$ cat config.mk
export PLATFORM = sky130hd
export DESIGN_NAME = key_command
export DESIGN_NICKNAME = d
export VERILOG_FILES = /design/src/rtl/tangram_pkg.sv /design/src/rtl/key_debounce.sv /design/src/rtl/key_command.sv
export SDC_FILE = /design/constraint.sdc
export NUM_CORES = 1
export LEC_CHECK = 0
export CAP_MARGIN = 25
export CELL_PAD_IN_SITES_DETAIL_PLACEMENT = 0
export CELL_PAD_IN_SITES_GLOBAL_PLACEMENT = 2
export CORE_UTILIZATION = 39
export CTS_CLUSTER_DIAMETER = 60
export DETAILED_ROUTE_END_ITERATION = 10
export PLACE_DENSITY_LB_ADDON = 0.12
export SLEW_MARGIN = 20
export SYNTH_ARGS = -nofsm -noshare
export SYNTH_HDL_FRONTEND = slang
export SYNTH_SLANG_ARGS = --single-unit
$ cat constraint.sdc
create_clock -name clk -period 3.06 [get_ports clk]
set_clock_uncertainty 0.15 [all_clocks]
set_input_delay 0.459 -clock clk [delete_from_list [all_inputs] [get_ports clk]]
set_output_delay 0.459 -clock clk [all_outputs]
set_load 0.01 [all_outputs]
$ cat src/rtl/tangram_pkg.sv
// Shared constants and types for the tangram key front end.
// Key indices, piece count and the step generator state encoding.
package tangram_pkg;

  localparam int NUM_PIECES = 7;

  localparam int DIR_UP    = 0;
  localparam int DIR_DOWN  = 1;
  localparam int DIR_LEFT  = 2;
  localparam int DIR_RIGHT = 3;

  localparam int KEY_ROT  = 4;
  localparam int KEY_NEXT = 5;
  localparam int KEY_DIST = 6;
  localparam int NUM_KEYS = 7;

  localparam logic [2:0] CMD_ROT = 3'd4;

  typedef enum logic [1:0] {
    ST_IDLE,
    ST_STEP,
    ST_GAP,
    ST_HOLD
  } step_st_e;

  // up > down > left > right > rotate
  function automatic logic [2:0] pick_cmd(
    input logic [4:0] keys
  );
    if (keys[DIR_UP])         return 3'(DIR_UP);
    else if (keys[DIR_DOWN])  return 3'(DIR_DOWN);
    else if (keys[DIR_LEFT])  return 3'(DIR_LEFT);
    else if (keys[DIR_RIGHT]) return 3'(DIR_RIGHT);
    else                      return CMD_ROT;
  endfunction

endpackage

$ cat src/rtl/key_debounce.sv
// Two-flop synchronizer followed by a stable-count debouncer.
// Emits the debounced level and a one-cycle pulse on its rising edge.
module key_debounce #(
  parameter int DEBOUNCE_CYC = 400000
) (
  input  logic clk,
  input  logic reset,
  input  logic raw_i,
  output logic level_o,
  output logic rise_o
);

  localparam int CW = $clog2(DEBOUNCE_CYC + 1);
  localparam logic [CW-1:0] CNT_LAST = CW'(DEBOUNCE_CYC - 1);

  logic          s1_q, s2_q;
  logic          lvl_q, lvl_d;
  logic          rise_q, rise_d;
  logic [CW-1:0] cnt_q, cnt_d;

  always_comb begin
    lvl_d  = lvl_q;
    rise_d = 1'b0;
    cnt_d  = '0;
    if (s2_q != lvl_q) begin
      if (cnt_q == CNT_LAST) begin
        lvl_d  = s2_q;
        rise_d = s2_q;
      end else begin
        cnt_d = cnt_q + CW'(1);
      end
    end
  end

  always_ff @(posedge clk) begin
    if (!reset) begin
      s1_q   <= 1'b0;
      s2_q   <= 1'b0;
      lvl_q  <= 1'b0;
      rise_q <= 1'b0;
      cnt_q  <= '0;
    end else begin
      s1_q   <= raw_i;
      s2_q   <= s1_q;
      lvl_q  <= lvl_d;
      rise_q <= rise_d;
      cnt_q  <= cnt_d;
    end
  end

  assign level_o = lvl_q;
  assign rise_o  = rise_q;

endmodule

$ cat src/rtl/key_command.sv
// Turns raw keypad inputs into timed step commands with auto-repeat,
// a piece selector and a scramble pulse.
module key_command
  import tangram_pkg::*;
#(
  parameter int DEBOUNCE_CYC  = 400000,
  parameter int REPEAT_DELAY  = 16000000,
  parameter int REPEAT_PERIOD = 4000000,
  parameter int STEP_LEN      = 600,
  parameter int NUM_PIECES    = tangram_pkg::NUM_PIECES
) (
  input  logic                  clk,
  input  logic                  reset,
  input  logic [3:0]            btn_dir,
  input  logic                  btn_rot,
  input  logic                  btn_next,
  input  logic                  btn_dist,
  output logic [3:0]            move,
  output logic                  rotate,
  output logic [NUM_PIECES-1:0] select,
  output logic [2:0]            sel_idx,
  output logic                  disturb
);

  localparam int SW = $clog2(STEP_LEN + 1);
  localparam int RW = $clog2(REPEAT_DELAY + 1);
  localparam logic [SW-1:0] STEP_LAST = SW'(STEP_LEN - 1);
  localparam logic [RW-1:0] REP_FIRST = RW'(REPEAT_DELAY - 1);
  localparam logic [RW-1:0] REP_NEXT  = RW'(REPEAT_PERIOD - 1);
  localparam logic [2:0]    SEL_LAST  = 3'(NUM_PIECES - 1);

  logic [NUM_KEYS-1:0] raw, lvl, rise;
  logic                unused_keys;

  assign raw = {btn_dist, btn_next, btn_rot, btn_dir};

  for (genvar i = 0; i < NUM_KEYS; i++) begin : g_key
    key_debounce #(
      .DEBOUNCE_CYC(DEBOUNCE_CYC)
    ) u_db (
      .clk    (clk),
      .reset  (reset),
      .raw_i  (raw[i]),
      .level_o(lvl[i]),
      .rise_o (rise[i])
    );
  end

  assign unused_keys = ^{lvl[KEY_DIST:KEY_NEXT], rise[KEY_ROT:0]};

  step_st_e      state_q, state_d;
  logic [2:0]    cmd_q, cmd_d;
  logic          valid_q, valid_d;
  logic          first_q, first_d;
  logic [SW-1:0] step_q, step_d;
  logic          gap_q, gap_d;
  logic [RW-1:0] rep_q, rep_d;
  logic [2:0]    sel_q, sel_d;
  logic          held;
  logic [RW-1:0] rep_due;

  assign held    = lvl[cmd_q];
  assign rep_due = first_q ? REP_FIRST : REP_NEXT;

  always_comb begin
    state_d = state_q;
    cmd_d   = cmd_q;
    valid_d = valid_q;
    first_d = first_q;
    step_d  = step_q;
    gap_d   = gap_q;
    rep_d   = (&rep_q) ? rep_q : rep_q + RW'(1);
    sel_d   = sel_q;

    if (rise[KEY_NEXT])
      sel_d = (sel_q == SEL_LAST) ? 3'd0 : sel_q + 3'd1;

    // scramble overrides whatever the step generator is doing
    if (rise[KEY_DIST]) begin
      state_d = ST_GAP;
      gap_d   = 1'b0;
    end else begin
      unique case (state_q)
        ST_IDLE: begin
          if (|lvl[KEY_ROT:0]) begin
            cmd_d   = pick_cmd(lvl[KEY_ROT:0]);
            valid_d = 1'b1;
            first_d = 1'b1;
            step_d  = '0;
            rep_d   = '0;
            state_d = ST_STEP;
          end
        end
        ST_STEP: begin
          if (rise[KEY_NEXT] || step_q == STEP_LAST) begin
            gap_d   = 1'b0;
            state_d = ST_GAP;
          end else begin
            step_d = step_q + SW'(1);
          end
        end
        ST_GAP: begin
          if (!gap_q) begin
            gap_d = 1'b1;
          end else if (valid_q && held) begin
            state_d = ST_HOLD;
          end else begin
            valid_d = 1'b0;
            state_d = ST_IDLE;
          end
        end
        ST_HOLD: begin
          if (!held) begin
            valid_d = 1'b0;
            state_d = ST_IDLE;
          end else if (rep_q >= rep_due) begin
            first_d = 1'b0;
            step_d  = '0;
            rep_d   = '0;
            state_d = ST_STEP;
          end
        end
        default: state_d = ST_IDLE;
      endcase
    end
  end

  always_ff @(posedge clk) begin
    if (!reset) begin
      state_q <= ST_IDLE;
      cmd_q   <= '0;
      valid_q <= 1'b0;
      first_q <= 1'b0;
      step_q  <= '0;
      gap_q   <= 1'b0;
      rep_q   <= '0;
      sel_q   <= '0;
    end else begin
      state_q <= state_d;
      cmd_q   <= cmd_d;
      valid_q <= valid_d;
      first_q <= first_d;
      step_q  <= step_d;
      gap_q   <= gap_d;
      rep_q   <= rep_d;
      sel_q   <= sel_d;
    end
  end

  always_comb begin
    move = '0;
    if (state_q == ST_STEP && cmd_q != CMD_ROT)
      move[cmd_q[1:0]] = 1'b1;
  end

  assign rotate  = (state_q == ST_STEP) && (cmd_q == CMD_ROT);
  assign select  = NUM_PIECES'(1) << sel_q;
  assign sel_idx = sel_q;
  assign disturb = rise[KEY_DIST];

endmodule

==> results of run 1 <==
-- worst register-to-register path, delay by kind of cell (launching register included) --
kind,cells,cell delay (ns)
simple gates,3,1.04
compound gates,3,0.55
flops,1,0.40
buf+inv,2,0.32
fa+ha+maj,1,0.30
-- cells in the final DEF, fill, tap and decap left out, drive strengths merged, types with 8 or more instances in the layout --
cell type	n
a21oi	16
and2	22
and3	26
and4	9
buf	13
clkbuf	33
clkdlybuf4s50	23
clkinv	8
dfxtp	201
ha	23
inv	26
mux2i	12
nand2	69
nand3	63
nand3b	9
nand4	28
nand4b	8
nor2	198
nor2b	15
nor3	28
nor4	15
nor4b	8
o21ai	22
or3	10
xnor2	54
xor2	89
-- per-stage QoR --
stage	utilization	hold slack (ns)	cells
after global routing	0.467	0.299	1411
after detailed placement	0.427	0.275	1363
final	0.467	0.284	1411
after CTS	0.467	0.291	1411
after global placement	0.427	0.264	1363
after floorplan	-	0.262	1042
-- worst max path at each step --
stage	slack [ns]	from	to
CTS	0.009	state_q[1]	rotate
global placement	0.31	first_q	step_q[4]
floorplan	0.60	first_q	state_q[0]
detailed placement	0.23	first_q	step_q[4]
global route	0.04	first_q	state_q[0]
finish	0.20	state_q[1]	rotate
-- sequential cells by signal, indices dropped and copies added, names as in the netlist, 2 cells and up --
signal / cells
g_key.u_db.cnt_q: 133
cmd_q: 3
sel_idx: 3
rep_q: 24
step_q: 10
g_key.u_db.s2_q: 7
g_key.u_db.level_o: 7
g_key.u_db.s1_q: 7
state_q: 2
g_key.u_db.rise_o: 2
-- cells in the mapped netlist, types with 2 or more instances --
master,count
sky130_fd_sc_hd__nand4_1,28
sky130_fd_sc_hd__and4_1,9
sky130_fd_sc_hd__nor2_1,198
sky130_fd_sc_hd__o311ai_0,2
sky130_fd_sc_hd__xnor2_1,54
sky130_fd_sc_hd__nor4_1,15
sky130_fd_sc_hd__a21o_1,3
sky130_fd_sc_hd__a31oi_1,3
sky130_fd_sc_hd__o21ai_0,21
sky130_fd_sc_hd__nand4b_1,8
sky130_fd_sc_hd__nand2b_1,4
sky130_fd_sc_hd__a211oi_1,3
sky130_fd_sc_hd__o211ai_1,2
sky130_fd_sc_hd__nand3b_1,9
sky130_fd_sc_hd__a21boi_0,4
sky130_fd_sc_hd__and4b_1,3
sky130_fd_sc_hd__buf_2,9
sky130_fd_sc_hd__or4b_2,2
sky130_fd_sc_hd__nor4bb_1,2
sky130_fd_sc_hd__a21oi_1,15
sky130_fd_sc_hd__and2_1,22
sky130_fd_sc_hd__ha_1,23
sky130_fd_sc_hd__a311o_1,2
sky130_fd_sc_hd__mux2i_1,12
sky130_fd_sc_hd__or3_1,10
sky130_fd_sc_hd__nor4b_1,8
sky130_fd_sc_hd__and3_1,26
sky130_fd_sc_hd__nand2_1,69
sky130_fd_sc_hd__inv_1,23
sky130_fd_sc_hd__clkbuf_1,18
sky130_fd_sc_hd__dfxtp_1,201
sky130_fd_sc_hd__nand3_1,62
sky130_fd_sc_hd__nor2b_1,15
sky130_fd_sc_hd__or2_2,5
sky130_fd_sc_hd__nor3b_1,5
sky130_fd_sc_hd__o31ai_1,3
sky130_fd_sc_hd__nor3_1,28
sky130_fd_sc_hd__xor2_1,89
sky130_fd_sc_hd__or4_1,4
-- layer usage --
layer / wire length (µm) / part of all wire
met1: 9340 / 0.52
met2: 7900 / 0.44
met3: 491 / 0.027
met4: 387 / 0.021
met5: 0 / 0
-- final cells by class --
type | instances | area, µm²
fillers | 2255 | 12100
inverters | 23 | 86.3
repair buffers | 36 | 338
multi-input cells | 790 | 4890
well taps | 313 | 392
clock buffers | 33 | 738
flip-flops and latches | 201 | 4020
clock inverters | 15 | 166
-- repair_timing --
item | 4_1_cts | 5_1_grt
endpoints found under the setup margin | 0 | 1
resized for setup | 0 | 1
buffers inserted | 0 | 0
-- power by group through the flow --
| stage | registers, mW | clock network [mW] | logic (mW) |
|---|---|---|---|
| 2_1_floorplan | 2.72 | 0 | 0.164 |
| 5_1_grt | 2.67 | 3.36 | 0.275 |
| 3_5_place_dp | 2.72 | 0 | 0.244 |
| 3_3_place_gp | 2.72 | 0 | 0.248 |
| 4_1_cts | 2.66 | 3.24 | 0.246 |
| 6_report | 2.67 | 3.13 | 0.246 |
-- logic make-up (layout without fill, tap and decap cells) --
logic type      after synthesis  after routing  share of synthesized area
fa+ha+maj                    23             23                     0.0316
xor+xnor                    143            143                      0.137
compound gates               75             75                     0.0564
flops                       201            201                      0.442
simple gates                537            537                      0.297
buf+inv                      51            107                     0.0227
mux                          12             12                     0.0132
==> load_flow_metrics.sql, run 1 <==
INSERT INTO impl_metrics (metric_group, metric, value, unit) VALUES
('die', 'die_area', '0.0240', 'mm²'),
('worst_setup_path', 'timing.critical_path.max_delay_family', 'buffers and inverters', ''),
('timing', 'worst_pin_slew', '0.781', 'ns'),
('drt', 'dr.pass1.iters', '6', ''),
('pwr', 'totalPowerFinal', '6.04', 'mW'),
('pwr', 'share_clk_of_total_power', '0.518', ''),
('worst_setup_path', 'critical_path_class', 'flop to output pin', ''),
('clock_tree', 'worst_case_clock_buffer_depth', '3', ''),
('pwr', 'pwr-share-comb', '0.041', ''),
('worst_setup_path', 'critPathArrivalTime', '2.25', 'ns'),
('global_route', 'grt_pass1_wl', '31400', 'µm'),
('flow_run', 'cap_violations', '0', ''),
('synthesis', 'yosys_register_bits', '201', ''),
('synthesis', 'yosys.cell_types.count', '62', ''),
('worst_hold_path', 'min_delay_worst_endpoint', 'g_key[6].u_db.s2_q', ''),
('clock_tree', 'ctsRootBufferMaster', 'sky130_fd_sc_hd__clkbuf_16', ''),
('cells_and_area', 'drive_gt1_frac', '0.0692', ''),
('synthesis', 'yosysWarningCount', '0', ''),
('global_route', 'grtUsageMet1', '0.214', ''),
('drt', 'initial_drc_count', '226', ''),
('clock_tree', 'ctsHtreeMaxLevel', '1', ''),
('status', 'run_status', 'finished clean', ''),
('pwr', 'power-per-cell-area', '568', 'mW/mm²'),
('cells_and_area', 'antenna_cells', '0', ''),
('clock_tree', 'num_cts_buffers', '26', ''),
('timing', 'setup-tns-final', '0', 'ns'),
('cells_and_area', 'syn_to_final_growth', '16.7', '%'),
('cells_and_area', 'nets', '1110', ''),
('global_route', 'number_of_global_route_vias_before_repair', '6503', ''),
('place', 'finalWeightedCongestion', '0.753', ''),
('place', 'placement.cell_area', '0.00973', 'mm²'),
('worst_setup_path', 'path_max_fanout', '14', ''),
('worst_setup_path', 'worst-r2r-cell-count', '9', ''),
('clock_tree', 'cts_tree', 'built', ''),
('timing', 'slew_viol_final', '0', ''),
('worst_hold_path', 'worst_hold_path_type', 'flop to flop', ''),
('worst_setup_path', 'crit-reg2reg-launch', 'first_q', ''),
('die', 'num_rows', '55', ''),
('pwr', 'p_leak', '3.62', 'nW'),
('worst_setup_path', 'timing.critical_path.buf_inv', '2', ''),
('pwr', 'p_int', '4.71', 'mW'),
('global_route', 'antenna_found_initial', '0', ''),
('clock_tree', 'clock_latency', '0.51', 'ns'),
('synthesis', 'synth_top_area_share', '0.442', ''),
('timing', 'timing.final.hold_violations', '0', ''),
('worst_setup_path', 'timing.critical_path.slowest_cell_delay', '0.59', 'ns'),
('pwr', 'net-switching-power', '1.32', 'mW'),
('die', 'die_w', '155', 'µm'),
('synthesis', 'mappedNetlistNets', '1074', ''),
('drt', 'via_cell_ratio', '4.90', ''),
('die', 'i_o_pin_count', '25', ''),
('pwr', 'sequentialPowerShare', '0.441', ''),
('timing', 'final_setup_violation_count', '0', ''),
('synthesis', 'synth.largest_area_cell', 'sky130_fd_sc_hd__dfxtp_1', ''),
('timing', 'finalCritPeriodShare', '0.935', ''),
('global_route', 'gr-max-usage-layer', 'met2', ''),
('worst_setup_path', 'critPathLaunchType', 'flop', ''),
('clock_tree', 'cts_hold_repair.buffers', '0', ''),
('drt', 'drt_drc_violations_left', '0', ''),
('drt', 'totalWireLength', '18100', 'µm'),
('synthesis', 'post_synth.cell_area_avg', '8.75', 'µm²'),
('global_route', 'globalRouteOverflowTotal', '0', ''),
('place', 'place.port_buffers', '24', ''),
('global_route', 'grt_util_all_layers', '0.155', ''),
('pwr', 'max-vdd-ir-drop', '0.000619', 'V'),
('synthesis', 'edff_count_synth', '0', ''),
('die', 'floorplan.initialDensity', '0.400', ''),
('synthesis', 'postSynth.topFlopCell', 'sky130_fd_sc_hd__dfxtp_1', ''),
('worst_setup_path', 'crit_required', '2.45', 'ns'),
('worst_setup_path', 'crit_chain', 'inv_1 -> ha_2 -> nor4bb_1 -> clkdlybuf4s50_1', ''),
('synthesis', 'synth-async-reset-ratio', '0', '');
Note: power is estimated with default switching activity, not from simulation.
==> inputs of run 2 (changes only) <==
--- a/config.mk
+++ b/config.mk
@@ -11,6 +11,7 @@
 export CORE_UTILIZATION = 39
 export CTS_CLUSTER_DIAMETER = 60
 export DETAILED_ROUTE_END_ITERATION = 10
+export GPL_TIMING_DRIVEN = 1
 export PLACE_DENSITY_LB_ADDON = 0.12
 export SLEW_MARGIN = 20
 export SYNTH_ARGS = -nofsm -noshare
==> results of run 2 <==
No change in the layout: final DEF, timing and power equal those of run 1.
